--- config.mk ---
export PLATFORM = sky130hd
export DESIGN_NAME = vga_timing_monitor
export DESIGN_NICKNAME = d
export VERILOG_FILES = /design/src/rtl/vga_timing_monitor.sv
export SDC_FILE = /design/constraint.sdc
export NUM_CORES = 1
export LEC_CHECK = 0
export BUFFER_PORTS_ARGS = -buffer_cell sky130_fd_sc_hd__buf_2
export CAP_MARGIN = 20
export CORE_MARGIN = 5
export CORE_UTILIZATION = 60
export DETAILED_ROUTE_END_ITERATION = 6
export GPL_TIMING_DRIVEN = 0
export PLACE_DENSITY = 0.81
export SYNTH_ARGS = -nofsm -noshare
export SYNTH_HDL_FRONTEND = slang
export SYNTH_SLANG_ARGS = --single-unit
--- constraint.sdc ---
create_clock -name clk25m -period 9.7 [get_ports clk25m]
set_input_delay 2.91 -clock clk25m [delete_from_list [all_inputs] [get_ports clk25m]]
set_output_delay 2.91 -clock clk25m [all_outputs]
set_load 0.005 [all_outputs]
--- src/rtl/vga_timing_monitor.sv ---
// Purpose : measures VGA raster timing, checksums the active picture and reports lock/error status.
// Latency : frame outputs and the frame_done_o pulse update two clocks after the input vsync rising edge.
// Backpressure: none; a passive observer that samples its inputs on every pixel clock.
//
// Ports:
//   clk25m, reset      pixel clock, asynchronous active-high reset
//   hsync_i, vsync_i   active-high syncs from the scan converter
//   blank_i, rgb_i     blanking flag and {B[1:0],G[2:0],R[2:0]} pixel
//   h_total_o, h_active_o, v_total_o, v_active_o, frame_crc_o, frame_count_o
//                      measurements of the last completed frame
//   frame_done_o       one-cycle pulse whenever the measurement outputs update
//   locked_o, err_o    timing stable / sticky counter-saturation error
module vga_timing_monitor #(
  parameter int LOCK_FRAMES = 2
) (
  input  logic        clk25m,
  input  logic        reset,
  input  logic        hsync_i,
  input  logic        vsync_i,
  input  logic        blank_i,
  input  logic [7:0]  rgb_i,
  output logic [10:0] h_total_o,
  output logic [10:0] h_active_o,
  output logic [9:0]  v_total_o,
  output logic [9:0]  v_active_o,
  output logic [15:0] frame_crc_o,
  output logic [15:0] frame_count_o,
  output logic        frame_done_o,
  output logic        locked_o,
  output logic        err_o
);

  localparam logic [10:0] HMAX    = 11'd2047;
  localparam logic [9:0]  VMAX    = 10'd1023;
  localparam logic [3:0]  SMAX    = 4'd15;
  localparam logic [3:0]  LOCK_TH = 4'(LOCK_FRAMES);

  typedef enum logic {WAIT_VS, MEASURE} state_t;

  state_t      state_q, state_d;

  // input sampling (s1) and sync history (s2)
  logic        hs_s1, vs_s1, bl_s1, hs_s2, vs_s2;
  logic [7:0]  rgb_s1;

  // running measurements of the frame in progress
  logic [10:0] hcnt, acnt, line_len, last_act;
  logic [9:0]  vcnt, vact;
  logic [15:0] crc;
  logic [3:0]  stable;
  logic        have_prev;

  logic        hs_edge, vs_edge, capture, match, err_set;
  logic [10:0] hcnt_nxt, acnt_nxt, line_len_cl, last_act_cl;
  logic [9:0]  vcnt_cl, vact_cl;
  logic [15:0] crc_base, crc_nxt;
  logic [3:0]  stable_nxt;

  // CRC-16-CCITT, polynomial 0x1021, one byte MSB first
  function automatic logic [15:0] crc16_byte(input logic [15:0] c, input logic [7:0] d);
    logic [15:0] r;
    r = c;
    for (int i = 7; i >= 0; i--) begin
      if (r[15] ^ d[i]) r = {r[14:0], 1'b0} ^ 16'h1021;
      else              r = {r[14:0], 1'b0};
    end
    return r;
  endfunction

  assign hs_edge = hs_s1 & ~hs_s2;
  assign vs_edge = vs_s1 & ~vs_s2;

  // The sync-edge clock itself is the first clock of the new line.
  assign hcnt_nxt = hs_edge ? 11'd1 : ((hcnt == HMAX) ? hcnt : hcnt + 11'd1);
  assign acnt_nxt = hs_edge ? {10'd0, ~bl_s1}
                            : ((bl_s1 || acnt == HMAX) ? acnt : acnt + 11'd1);

  // Close the line before the frame is evaluated, so a line ending on the
  // vsync edge belongs to the frame that is completing.
  assign line_len_cl = hs_edge ? hcnt : line_len;
  assign vcnt_cl     = hs_edge ? ((vcnt == VMAX) ? vcnt : vcnt + 10'd1) : vcnt;
  assign vact_cl     = (hs_edge && acnt != 11'd0) ? ((vact == VMAX) ? vact : vact + 10'd1) : vact;
  // The lines just before vsync are vertical blanking, so h_active reports
  // the last line of the frame that actually carried picture.
  assign last_act_cl = (hs_edge && acnt != 11'd0) ? acnt : last_act;

  assign crc_base = vs_edge ? 16'hFFFF : crc;
  assign crc_nxt  = bl_s1 ? crc_base : crc16_byte(crc_base, rgb_s1);

  assign err_set = ~err_o & ((hcnt_nxt == HMAX) | (vcnt_cl == VMAX));

  // CRC is deliberately left out of the lock comparison.
  assign match = have_prev &&
                 ({line_len_cl, last_act_cl, vcnt_cl, vact_cl} ==
                  {h_total_o, h_active_o, v_total_o, v_active_o});

  always_comb begin
    state_d    = state_q;
    capture    = 1'b0;
    stable_nxt = stable;
    case (state_q)
      WAIT_VS: if (vs_edge) state_d = MEASURE;
      MEASURE: capture = vs_edge;
      default: state_d = WAIT_VS;
    endcase
    if (err_set)
      stable_nxt = 4'd0;
    else if (capture)
      stable_nxt = match ? ((stable == SMAX) ? stable : stable + 4'd1) : 4'd0;
  end

  always_ff @(posedge clk25m or posedge reset) begin
    if (reset) begin
      state_q       <= WAIT_VS;
      hs_s1         <= 1'b0;
      vs_s1         <= 1'b0;
      bl_s1         <= 1'b0;
      rgb_s1        <= 8'd0;
      hs_s2         <= 1'b0;
      vs_s2         <= 1'b0;
      hcnt          <= 11'd0;
      acnt          <= 11'd0;
      line_len      <= 11'd0;
      last_act      <= 11'd0;
      vcnt          <= 10'd0;
      vact          <= 10'd0;
      crc           <= 16'hFFFF;
      stable        <= 4'd0;
      have_prev     <= 1'b0;
      h_total_o     <= 11'd0;
      h_active_o    <= 11'd0;
      v_total_o     <= 10'd0;
      v_active_o    <= 10'd0;
      frame_crc_o   <= 16'd0;
      frame_count_o <= 16'd0;
      frame_done_o  <= 1'b0;
      locked_o      <= 1'b0;
      err_o         <= 1'b0;
    end else begin
      state_q      <= state_d;
      hs_s1        <= hsync_i;
      vs_s1        <= vsync_i;
      bl_s1        <= blank_i;
      rgb_s1       <= rgb_i;
      hs_s2        <= hs_s1;
      vs_s2        <= vs_s1;
      hcnt         <= hcnt_nxt;
      acnt         <= acnt_nxt;
      line_len     <= line_len_cl;
      vcnt         <= vs_edge ? 10'd0 : vcnt_cl;
      vact         <= vs_edge ? 10'd0 : vact_cl;
      last_act     <= vs_edge ? 11'd0 : last_act_cl;
      crc          <= crc_nxt;
      err_o        <= err_o | err_set;
      stable       <= stable_nxt;
      locked_o     <= (stable_nxt >= LOCK_TH);
      frame_done_o <= capture;
      if (capture) begin
        h_total_o     <= line_len_cl;
        h_active_o    <= last_act_cl;
        v_total_o     <= vcnt_cl;
        v_active_o    <= vact_cl;
        frame_crc_o   <= crc;
        frame_count_o <= frame_count_o + 16'd1;
        have_prev     <= 1'b1;
      end
    end
  end

endmodule

==> results of run 1 <==
## cell families after synthesis
group	synth area share (%)
buffers and inverters	3.36
and+or+nand+nor	22.4
xor gates and xnor gates	9.40
adders and majority gates	0.969
muxes	2.88
DFF	48.9
AOI/OAI and AO/OA	12.0
## placed cells by master, fill, tap and decap left out, types with 5 or more instances in the layout
cell       netlist  layout
a21oi_1         31      31
a22oi_1          6       6
a31oi_1          9       9
and3_1          14      14
and4_1          10      10
buf_2            6      95
clkbuf_1        31      31
clkbuf_16        0      17
dfrtp_1        160     160
dfstp_2         16      16
ha_1             7       7
inv_1           33      32
mux2i_1         26      26
nand2_1        128     128
nand2b_1        16      16
nand3_1         29      29
nand3b_1         5       5
nand4_1         21      21
nor2_1          97      97
nor2b_1         16      16
nor3_1          27      27
nor4_1          12      12
o21ai_0         74      74
o32ai_1          5       5
xnor2_1         68      68
xor2_1          29      29
## per-stage QoR
step / std cells / worst slack [ps] / hold WS [ps]
after global routing: 1261 / 5640 / 431
after global placement: 1228 / 187 / 384
after CTS: 1261 / 5680 / 426
final: 1261 / 5670 / 421
after floorplan: 955 / 2040 / 368
after detailed placement: 1229 / 5830 / 386
## where the power goes
group | switching (W) | internal [W] | total [W]
clock network | 0.000298 | 0.000390 | 0.000688
registers | 0.000129 | 0.000872 | 0.00100
logic | 0.000336 | 0.000257 | 0.000593
total | 0.000763 | 0.00152 | 0.00228
## worst paths after layout
kind / start / to / slack (ps) / cells past startpoint
min in group asynchronous: reset / hcnt[0] / 2480 / 2
min reg2reg: vs_s1 / vs_s2 / 420 / 0
max: h_active_o[1] / h_active_o[1] / 5670 / 1
max in group asynchronous: reset / v_total_o[6] / 6280 / 3
max reg2reg: hs_s1 / locked_o / 6230 / 9
min: vs_s1 / vs_s2 / 420 / 0
## state kept, by name, summed over array words and instances, names as in the netlist, 4 cells and up
register and count:
rgb_s1 8, vcnt 10, v_total_o 10, hcnt 11
vact 10, acnt 11, stable 4, h_total_o 11
v_active_o 10, crc 16, line_len 11, last_act 11
frame_crc_o 16, h_active_o 11, frame_count_o 16
## final cells by class
| class | count | area [µm²] | area share [%] |
|---|---|---|---|
| buffer | 43 | 180 | 1.74 |
| clock buffer | 18 | 439 | 4.24 |
| clock inverter | 14 | 155 | 1.50 |
| inverter | 33 | 131 | 1.27 |
| multi-input combinational | 703 | 4310 | 41.7 |
| sequential | 176 | 4420 | 42.8 |
| tap | 184 | 230 | 2.23 |
| timing repair buffer | 90 | 473 | 4.57 |
## routing by layer
| layer | wire (µm) | vias up | GRT usage [%] |
|---|---|---|---|
| li1 | - | 3555 | - |
| met1 | 10300 | 3661 | 38.2 |
| met2 | 11000 | 317 | 42.0 |
| met3 | 1620 | 43 | 5.47 |
| met4 | 414 | 0 | 8.37 |
| met5 | 0 | - | 0 |
==> qor.yml, run 1 <==
synthesis:
  synth_nets: 975
  syn_inst: 955
  yosys-top-cells-area: "dfrtp_1, xnor2_1, nand2_1, dfstp_2, o21ai_0"
  synth_cell_type_count: 69
  synth_enable_flop_cells: 0
  synthArstFlopShare_pct: 100
  synth_seq_cells: 176
  synth_top_area_cell: "dfrtp_1"
  synthFlopType: "dfrtp_1"
  syn_area_per_cell_um2: 9.47
  synthTopCellsByCount: "dfrtp_1, nand2_1, nor2_1"
  synth.most_common_cell: "dfrtp_1"
  netlist_area_um2: 9040
  yosys_warnings: 0
  yosysSeqAreaShare_pct: 48.9
  synth_top_area_share_pct: 44.3
final_layout:
  fin_area_um2: 10300
  layout.nets: 1084
  fillers: 1129
  drive_above_1_share_pct: 15.3
  antenna_cells: 0
  syn2layout_area_growth_pct: 14.4
  utilization_pct: 70.7
global_routing:
  grt_pass1_wl_um: 38200
  grt_max_degree: 129
  grt_pass1_vias: 7252
  grt_overflow_total: 0
  antenna_found_initial: 0
  grt_util_all_layers_pct: 26.9
min_path:
  min_path_type: "reg -> reg"
timing:
  fin_crit_ps: 4030
  setup-violations-final: 0
  hold_violations: 0
  drv_slew: 0
  grt_setup_unrepaired: "no"
  fmax_ghz: 0.248
  max_slew_margin_pct: 49.6
  finalCritPeriodShare_pct: 41.5
  tightest_slew_ps: 757
  finalClockSkew_ps: 12.1
  finalSetupTns_ps: 0
cts:
  cts.sinks: 176
  post_cts_buffers: 0
  cts_resized: 0
  clk_pin_slew_ps: 70
  clockBufferDepth: 2
  clock_latency_ps: 430
  root_buffer: "clkbuf_16"
  cts_tree: "yes"
  cts_hold_buf: 0
  cts_buffers: 17
  htreeDepth: 4
pwr:
  power.total_w: 0.00228
  leakagePower_nw: 4.80
  powerDensity_nw_per_um2: 221
  max-vdd-ir-drop_mv: 0.197
detailed_routing:
  drcViolationCount: 0
  antenna_left: 0
  wl_per_cell_um: 18.4
  drt_first_iter_violations: 950
  routed_wirelength_um: 23300
  first_pass_iters: 6
  vias: 7576
  via_per_inst: 6.01
run:
  cap_violations: 0
placement:
  hpwl_um: 16500
  dpl_cell_area_um2: 9750
  gp_congestion: 0.979
  io_buffers: 89
worst_setup_path:
  worstSetupStartpointType: "flop"
  critPathArrivalTime_ps: 1120
  worst_ep_required_time_ps: 6790
  crit_family: "flip-flops"
  cp_cell_sequence: "buf_2"
  slowest_delay_ps: 510
  end_kind: "primary output"
  crit_type: "reg -> out"
  critPathBufInv: 1
  critPathSlowestCell: "dfrtp_1"
  crit_fanout: 7
floorplanning:
  ios: 90
  die_width_um: 133
  fp.coreArea_um2: 14600
  dieArea_um2: 17600
  rows: 44
  initial_core_util_pct: 61.7
  die_h_um: 133
run_status:
  run_status: "complete, no violations"
Power figures use the tool's default switching activity.
==> run 2, diff against run 1 <==
clock period = 3.99 ns   (was 9.7 ns; I/O delays follow)
==> qor.yml, run 2 (same netlist as run 1, synthesis figures left out) <==
pwr:
  power.total_w: 0.00555
  switching_share_pct: 33.1
  comb_power_share_pct: 26.1
  internal-power_w: 0.00371
  powerDensity_nw_per_um2: 533
  p_clk_share_pct: 30.0
  leakagePower_nw: 4.84
  switchingPower_w: 0.00184
  max-vdd-ir-drop_mv: 0.529
  power_frac_seq_pct: 43.9
timing:
  fin_crit_ps: 3400
  tightest_slew_ps: 757
  max_slew_margin_pct: 49.0
  fmax_ghz: 0.294
  finalClockSkew_ps: 11.1
  drv_slew: 0
  finalCritPeriodShare_pct: 85.3
  finalWorstSetupSlack_ps: 588
  finalSetupTns_ps: 0
  hold_violations: 0
  grt_setup_unrepaired: "no"
  setup-violations-final: 0
run_status:
  run_status: "complete, no violations"
cts:
  cts_hold_buf: 0
  cts_buffers: 17
  post_cts_buffers: 0
  cts_tree: "yes"
  clock_latency_ps: 440
  root_buffer: "clkbuf_16"
  cts.sinks: 176
  cts_resized: 0
  clk_pin_slew_ps: 70
  htreeDepth: 4
  clockBufferDepth: 2
worst_setup_path:
  critPathBufInv: 2
  crit_type: "reg -> reg"
  end_kind: "flop"
  crit_family: "buffers and inverters"
  critPathSlowestCell: "a32oi_1"
  slowest_delay_ps: 580
  r2r_start: "hs_s1"
  critPathArrivalTime_ps: 3740
  worst_ep_required_time_ps: 4330
  crit_cells: 9
  reg2reg_setup_slack_ps: 590
  cp_cell_sequence: "nand2b_1 -> clkbuf_1 -> clkbuf_1 -> a211oi_1 -> nor2_1 -> nor3_1 -> a32oi_1 -> o21ai_0 -> nor3_1"
  crit_fanout: 10
  startpoint: "hs_s1"
  cp-endpoint: "locked_o"
  r2r_cells: 9
  worstSetupStartpointType: "flop"
  r2r-end: "locked_o"
detailed_routing:
  via_per_inst: 6.13
  drt_first_iter_violations: 755
  routed_wirelength_um: 23600
  wl_per_cell_um: 18.7
  first_pass_iters: 5
  drcViolationCount: 0
  vias: 7757
  antenna_left: 0
placement:
  place_inst: 1233
  io_buffers: 89
  hpwl_um: 16900
  dp_slack_ps: 617
  gp_congestion: 0.996
global_routing:
  grt_util_all_layers_pct: 27.1
  grt_pass1_vias: 7353
  grt_max_degree: 43
  grt_pass1_wl_um: 38300
  antenna_found_initial: 0
  grt_overflow_total: 0
floorplanning:
  initial_core_util_pct: 61.7
  dieArea_um2: 17600
  die_h_um: 133
  ios: 90
  die_width_um: 133
  fp.coreArea_um2: 14600
  rows: 44
final_layout:
  antenna_cells: 0
  syn2layout_area_growth_pct: 15.1
  fin_cells: 1265
  layout_commonest_cell: "dfrtp_1"
  utilization_pct: 71.1
  ff_latch_area_um2: 4420
  fillers: 1099
  layout.nets: 1088
  final_cell_mix: "dfrtp_1, nand2_1, nor2_1"
  top_regs: "crc x16, frame_count_o x16, frame_crc_o x16"
  drive_above_1_share_pct: 15.4
  multiInputGateArea_um2: 4310
run:
  cap_violations: 0
min_path:
  hp-start: "vs_s1"
  min_path_type: "reg -> reg"
## run 2: power by group through the flow
stage	Sequential, W	Combinational [W]	Clock, W
3_3_place_gp	0.00245	0.00138	0
2_1_floorplan	0.00239	0.00101	0
3_5_place_dp	0.00246	0.00142	0
6_report	0.00244	0.00145	0.00167
4_1_cts	0.00243	0.00144	0.00168
5_1_grt	0.00248	0.00160	0.00176
## run 2: layout make-up
type                    count  share of cell area [%]
inverters                  33                    1.23
repair buffers             94                    5.24
well taps                 184                    2.21
flip-flops and latches    176                    42.5
multi-input cells         703                    41.4
clock inverters            11                    1.24
clock buffers              21                    4.42
plain buffers              43                    1.73
## run 2: how the worst min path moves through the flow
stage / endpoint / slack, ps / depth (start not counted)
CTS: vs_s2 / 400 / 0
global placement: vs_s2 / 390 / 0
detailed placement: vs_s2 / 390 / 0
global route: vs_s2 / 430 / 0
floorplan: vs_s2 / 370 / 0
finish: vs_s2 / 400 / 0
## run 2: per-stage QoR
stage | hold slack [ps] | cell area (µm²)
final | 399 | 10400
after global routing | 430 | 10400
after CTS | 404 | 10400
after detailed placement | 389 | 9820
after global placement | 386 | 9720
after floorplan | 368 | 9040
## run 2: metal layers
layer	vias up	GRT usage [%]	part of all wire, %
li1	3575	-	-
met1	3801	38.2	44
met2	332	42.1	47
met3	49	5.66	6.8
met4	0	9.24	2.4
met5	-	0	0
## run 2: worst reg2reg max path: cells and delay by family, from the launching register on
| kind | cells | cell delay [ps] |
|---|---|---|
| buffers and inverters | 2 | 1070 |
| and+or+nand+nor | 4 | 880 |
| AOI/OAI and AO/OA | 3 | 880 |
| DFF | 1 | 470 |
